$ cat config.mk
export PLATFORM = sky130hd
export DESIGN_NAME = asip_sequencer
export DESIGN_NICKNAME = d
export VERILOG_FILES = /design/src/rtl/asip_sequencer.sv
export SDC_FILE = /design/constraint.sdc
export NUM_CORES = 1
export LEC_CHECK = 0
export BUFFER_PORTS_ARGS = -buffer_cell sky130_fd_sc_hd__clkbuf_2
export CORE_UTILIZATION = 30
export CTS_BUF_LIST = sky130_fd_sc_hd__clkbuf_4 sky130_fd_sc_hd__clkbuf_8
export CTS_CLUSTER_SIZE = 16
export DETAILED_ROUTE_END_ITERATION = 10
export PLACE_DENSITY = 0.71
export RECOVER_POWER = 25
export SLEW_MARGIN = 15
export SYNTH_ARGS = -nofsm -noshare
export SYNTH_HDL_FRONTEND = slang
export SYNTH_SLANG_ARGS = --single-unit
$ cat constraint.sdc
create_clock -name clk -period 2.2 [get_ports clk]
set_input_delay 0.22 -clock clk [delete_from_list [all_inputs] [get_ports clk]]
set_output_delay 0.22 -clock clk [all_outputs]
set_load 0.005 [all_outputs]
$ cat src/rtl/asip_sequencer.sv
// Multicycle FETCH/DECODE/EXEC/MEM/WB control sequencer with a shared req/ack memory port.
// Define ASIP_SEQ_PERF_EN to build the retired-instruction and cycle counters.
module asip_sequencer #(
  parameter int unsigned MEM_TIMEOUT = 15
) (
  input  logic        clk,
  input  logic        reset,
  input  logic [1:0]  Tipo,
  input  logic [2:0]  currentInstr,
  input  logic        CondEx,
  input  logic        mem_ack,
  output logic        mem_req,
  output logic        mem_we,
  output logic        AdrSrc,
  output logic        IRWrite,
  output logic        PCWrite,
  output logic        PCSrc,
  output logic        RegW,
  output logic        MemtoReg,
  output logic        ALUSrc,
  output logic [1:0]  ALUControl,
  output logic [1:0]  FlagW,
  output logic        illegal,
  output logic        fault,
  output logic [31:0] retired,
  output logic [31:0] cycles
);

  // One spare count so the counter can step past MEM_TIMEOUT on the faulting cycle.
  localparam int unsigned CntW = $clog2(MEM_TIMEOUT + 2);

  typedef enum logic [3:0] {
    StFetch, StDecode, StExec, StAluWb, StMemAdr,
    StMemRd, StMemWb, StMemWr, StBranch, StFault
  } state_e;

  state_e            state_q, state_d;
  logic [CntW-1:0]   wait_q, wait_d;
  logic              req_q, req_d, we_q, we_d, adr_q, adr_d;
  logic              alusrc_q, alusrc_d, regw_q, regw_d, m2r_q, m2r_d;
  logic              br_q, br_d, fault_q, fault_d;
  logic [1:0]        aluctl_q, aluctl_d, flagw_q, flagw_d;
  logic [1:0]        op;
  logic              is_illegal, timed_out, fetch_ack;

  assign op         = currentInstr[1:0];
  assign is_illegal = (Tipo == 2'b11) || (Tipo == 2'b00 && op == 2'b11);
  assign timed_out  = (wait_q == CntW'(MEM_TIMEOUT));

  always_comb begin
    state_d = state_q;
    case (state_q)
      StFetch: begin
        if (mem_ack)        state_d = StDecode;
        else if (timed_out) state_d = StFault;
      end
      StDecode: begin
        if (is_illegal || !CondEx) state_d = StFetch;
        else if (Tipo == 2'b00)    state_d = StExec;
        else if (Tipo == 2'b01)    state_d = StMemAdr;
        else                       state_d = StBranch;
      end
      StExec:   state_d = (op == 2'b10) ? StFetch : StAluWb;
      StAluWb:  state_d = StFetch;
      StMemAdr: state_d = currentInstr[0] ? StMemRd : StMemWr;
      StMemRd: begin
        if (mem_ack)        state_d = StMemWb;
        else if (timed_out) state_d = StFault;
      end
      StMemWb:  state_d = StFetch;
      StMemWr: begin
        if (mem_ack)        state_d = StFetch;
        else if (timed_out) state_d = StFault;
      end
      StBranch: state_d = StFetch;
      StFault:  state_d = StFault;
      default:  state_d = StFetch;
    endcase
  end

  // Request states are only left on ack, so clearing on any non-waiting cycle covers entry.
  always_comb begin
    wait_d = (mem_req && !mem_ack) ? wait_q + CntW'(1) : '0;
  end

  // Moore outputs are decoded from the next state and registered.
  always_comb begin
    req_d    = state_d inside {StFetch, StMemRd, StMemWr};
    we_d     = (state_d == StMemWr);
    adr_d    = state_d inside {StMemRd, StMemWr};
    alusrc_d = (state_d == StExec) ? currentInstr[2] : (state_d inside {StMemAdr, StBranch});
    aluctl_d = (state_d == StExec && op != 2'b00) ? 2'b01 : 2'b00;
    flagw_d  = (state_d == StExec && op == 2'b10) ? 2'b11 : 2'b00;
    regw_d   = state_d inside {StAluWb, StMemWb};
    m2r_d    = (state_d == StMemWb);
    br_d     = (state_d == StBranch);
    fault_d  = (state_d == StFault);
  end

  always_ff @(posedge clk or negedge reset) begin
    if (!reset) begin
      state_q  <= StFetch;
      wait_q   <= '0;
      req_q    <= 1'b1;
      we_q     <= 1'b0;
      adr_q    <= 1'b0;
      alusrc_q <= 1'b0;
      aluctl_q <= 2'b00;
      flagw_q  <= 2'b00;
      regw_q   <= 1'b0;
      m2r_q    <= 1'b0;
      br_q     <= 1'b0;
      fault_q  <= 1'b0;
    end else begin
      state_q  <= state_d;
      wait_q   <= wait_d;
      req_q    <= req_d;
      we_q     <= we_d;
      adr_q    <= adr_d;
      alusrc_q <= alusrc_d;
      aluctl_q <= aluctl_d;
      flagw_q  <= flagw_d;
      regw_q   <= regw_d;
      m2r_q    <= m2r_d;
      br_q     <= br_d;
      fault_q  <= fault_d;
    end
  end

  // req_q resets high for FETCH; gating with reset keeps the port quiet while reset is held.
  assign mem_req    = req_q & reset;
  assign fetch_ack  = mem_req && mem_ack && (state_q == StFetch);
  assign mem_we     = we_q;
  assign AdrSrc     = adr_q;
  assign IRWrite    = fetch_ack;
  assign PCWrite    = fetch_ack | br_q;
  assign PCSrc      = br_q;
  assign RegW       = regw_q;
  assign MemtoReg   = m2r_q;
  assign ALUSrc     = alusrc_q;
  assign ALUControl = aluctl_q;
  assign FlagW      = flagw_q;
  assign illegal    = (state_q == StDecode) && is_illegal;
  assign fault      = fault_q;

`ifdef ASIP_SEQ_PERF_EN
  logic [31:0] retired_q, cycles_q;
  logic        retire;

  assign retire = (state_q != StFetch) && (state_d == StFetch) && !illegal;

  always_ff @(posedge clk or negedge reset) begin
    if (!reset) begin
      retired_q <= '0;
      cycles_q  <= '0;
    end else begin
      retired_q <= retired_q + 32'(retire);
      if (state_q != StFault) cycles_q <= cycles_q + 32'd1;
    end
  end

  assign retired = retired_q;
  assign cycles  = cycles_q;
`else
  assign retired = '0;
  assign cycles  = '0;
`endif

endmodule

==> results_dict.tcl <==
set metrics [dict create \
    post-route-worst-setup-slack_ns 0.2611 \
    cp-end-kind "flop" \
    synth-seq-area-share_pct 32.73 \
    share_comb_of_total_power_pct 35.8 \
    ys_dominant_reg_cell "dfrtp_1" \
    final_nets 199 \
    met3_length_um 152 \
    first_pass_iters 4 \
    p_seq_share_pct 42.4 \
    hpwlAfterDp_um 1797 \
    cts.clk_slew.worst_paths_ns 0.07 \
    crit_path_frequent_cell "ha_1" \
    multi_input_combinational_cell_area_um2 689.4 \
    worst-path-max-fanout 4 \
    slowest_delay_ns 0.40 \
    netlist_instances 163 \
    worstPathArrival_ns 2.13 \
    timing.fmax_mhz 515.8 \
    worstSkewPairLatency_ns 0.25 \
    sequential_cell_area_um2 476.7 \
    critical_path.slowest_cell "dfrtp_1" \
    dr_total_vias 913 \
    cap_viol_max_count 0 \
    most_repeated_cell_in_the_gate_level_netlist_after_synthesis "buf_4" \
    rr_worst_depth 8 \
    post_synth.cell_area_avg_um2 8.935 \
    cts_num_sinks 19 \
    chipWidth_um 71.68 \
    intPower_w 0.0007437 \
    hold_path_depth 2 \
    synth_cell_type_count 41 \
    timing_worst_slew_pin_value_ns 0.9995 \
    max_slew_margin_pct 33.37 \
    status "finished clean" \
    pwr-share-clk_pct 21.8 \
    worstSetupStartpointType "flop" \
    ys_seq_elements 19 \
    grt_util_all_layers_pct 8.776 \
    cts_post_setup_buffers_inserted 0 \
    core_region_area_um2 4504 \
    power_per_cell_area_nw_per_um2 804.6 \
    gpl.final_weighted_congestion 0.7764 \
    post_cts_resize_count 0 \
    portBuffers 22 \
    fin_crit_ns 1.939 \
    num_antenna_cells 0 \
    p_switching_w 0.0004039 \
    drt_iter0_markers 13 \
    fillers 498 \
    final.hold.worst_slack_ns 0.2176 \
    worstPathRequired_ns 2.39 \
    drc_violation_count_after_routing 0 \
    grt_max_degree 20 \
    synth_enable_flop_cells 0 \
    drt-met1-wl_um 1016 \
    dp_cells 234 \
    final_min_period_over_clock_period_pct 88.13 \
    gr-total-overflow 0 \
    grt_antenna_before_repair 0 \
    cts-buffers-inserted 3 \
    fraction_of_final_layout_cells_sized_beyond_drive_strength_1_pct 21.39 \
    synth.cell_area_um2 1456 \
    post_synthesis_cell_type_with_the_largest_combined_area "buf_4" \
    grt_first_pass_wirelength_um 3512 \
    timing_max_transition_violations_final 0 \
    netlist.area_leader.share_pct 35.05 \
    drtAntennaViolNets 0 \
    htreeDepth 1 \
    top_signal_layer_used "met4" \
    hold_buffers 1 \
    drt_wl_total_um 2291 \
    post_drt_wl_per_cell_um 9.586 \
    fin_worst_skew_ns 0.004352 \
    flow.area_growth_from_synthesis_pct -2.062 \
    netlist_top_cells_count "68 x buf_4, 18 x dfrtp_1, 14 x nor2_1" \
    instances_no_fill 239 \
    criticalPathCategory "reg -> reg" \
    cell_chain_critical_path "ha_1 > and3_1 > ha_1 > nor2_1 > a21oi_1 > a22o_1 > nor2b_4 > a211o_1" \
    buffer_depth_of_the_longest_clock_path 2 \
    leakagePower_nw 0.7884 \
    final_area_um2 1426 \
    hold_path.class "in -> reg" \
    placedInstanceArea_um2 1371 \
    final-hold-violation-count 0 \
    synth_async_sr_flop_share_pct 100.0 \
    cts_tree "yes" \
    swShare_pct 35.19 \
    drt-vias-per-instance 3.820 \
    dr_wl_met2_um 1076 \
    cts.root.buffer_cell "clkbuf_8" \
    timing.setup.tns_ns 0 \
    setup_repair_after_global_routing_missed_its_margin "no" \
    io_pins 88 \
    synth.area.top_cells "buf_4 35%, dfrtp_1 31%, nor2_1 3.6%" \
    die_area_um2 5137 \
    die_y_um 71.68 \
    detailedPlace.worstSlack_ns 0.2921 \
    setup_viol_count_final 0 \
    grt_pass1_vias 799 \
    ys_warn_count 0 \
    floorplan.rows 24 \
    initial_utilization_pct 32.33 \
    worst_ir_drop_vdd_v 0.0002547 \
]
-- flip-flops by register name (all words and copies together) (netlist names) --
name / cells
PCSrc: 1
state_q: 4
AdrSrc: 1
wait_q: 5
fault: 1
MemtoReg: 1
ALUControl: 1
req_q: 1
RegW: 1
FlagW: 1
ALUSrc: 1
mem_we: 1
-- power groups by stage --
| stage | Combinational [W] | Sequential, W | Clock (W) |
|---|---|---|---|
| after floorplan | 0.000421 | 0.000451 | 0 |
| after global placement | 0.000396 | 0.000493 | 0 |
| after global routing | 0.000464 | 0.000498 | 0.000272 |
| after CTS | 0.000414 | 0.000489 | 0.000254 |
| after detailed placement | 0.000404 | 0.000494 | 0 |
| final | 0.000411 | 0.000487 | 0.000250 |
-- final timing paths --
kind | end | slack [ns] | startpoint
setup / recovery | req_q$_DFF_PN1_ | 0.26 | wait_q[0]$_DFF_PN0_
hold reg to reg | wait_q[0]$_DFF_PN0_ | 0.48 | wait_q[0]$_DFF_PN0_
hold / removal | ALUSrc$_DFF_PN0_ | 0.22 | currentInstr[2]
max in group asynchronous | wait_q[4]$_DFF_PN0_ | 0.84 | reset
setup reg to reg | req_q$_DFF_PN1_ | 0.26 | wait_q[0]$_DFF_PN0_
min in group asynchronous | AdrSrc$_DFF_PN0_ | 0.76 | reset
-- final cells by class --
cell class	count	share of cell area (%)
Sequential cell	19	33.42
Clock buffer	4	3.421
Tap cell	52	4.561
Inverter	4	1.053
Multi-Input combinational cell	135	48.33
Timing Repair Buffer	25	9.211
-- stage by stage --
step	power (W)	util [%]
floorplan	0.0008719	-
global placement	0.0008893	30.44
detailed placement	0.0008970	30.44
CTS	0.001157	31.75
global route	0.001234	31.67
finish	0.001148	31.67
-- worst max-delay path: cells and delay by family, from the launching register on --
kind            cells  cell delay [ns]
compound gates      3             0.59
simple gates        3             0.44
flops               1             0.40
fa+ha+maj           2             0.44
-- layout by cell type, fill, tap and decap left out, drive strengths merged, types with 2 or more instances in the layout --
cell type,Yosys,final
ha,2,2
nor4,2,2
a21oi,4,4
or3,3,3
clkbuf,0,27
nand2,7,7
and3,3,3
nand3,3,3
or2,3,3
and2,2,2
nor2,16,16
inv,4,4
nor2b,5,5
conb,1,65
dfrtp,18,18
o21ai,2,2
nand2b,3,3
-- per-layer routing --
metal / up-vias / GRT usage [%]
met3: 4 / 1.406
met2: 50 / 13.31
li1: 445 / -
met5: - / 0
met4: 0 / 5.011
met1: 414 / 11.83
-- cells by family after synthesis --
family                   count (synthesis)  share of synthesized area [%]
other                                    1                         0.2575
AO/OA/AOI/OAI                           12                          5.757
flip-flops                              19                          32.73
AND/OR/NAND/NOR                         52                          20.45
buffers and inverters                   73                          36.43
adder cells (fa/ha/maj)                  2                          1.718
multiplexers                             2                          1.460
XOR/XNOR                                 2                          1.203
Note: power is estimated with default switching activity, not from simulation.
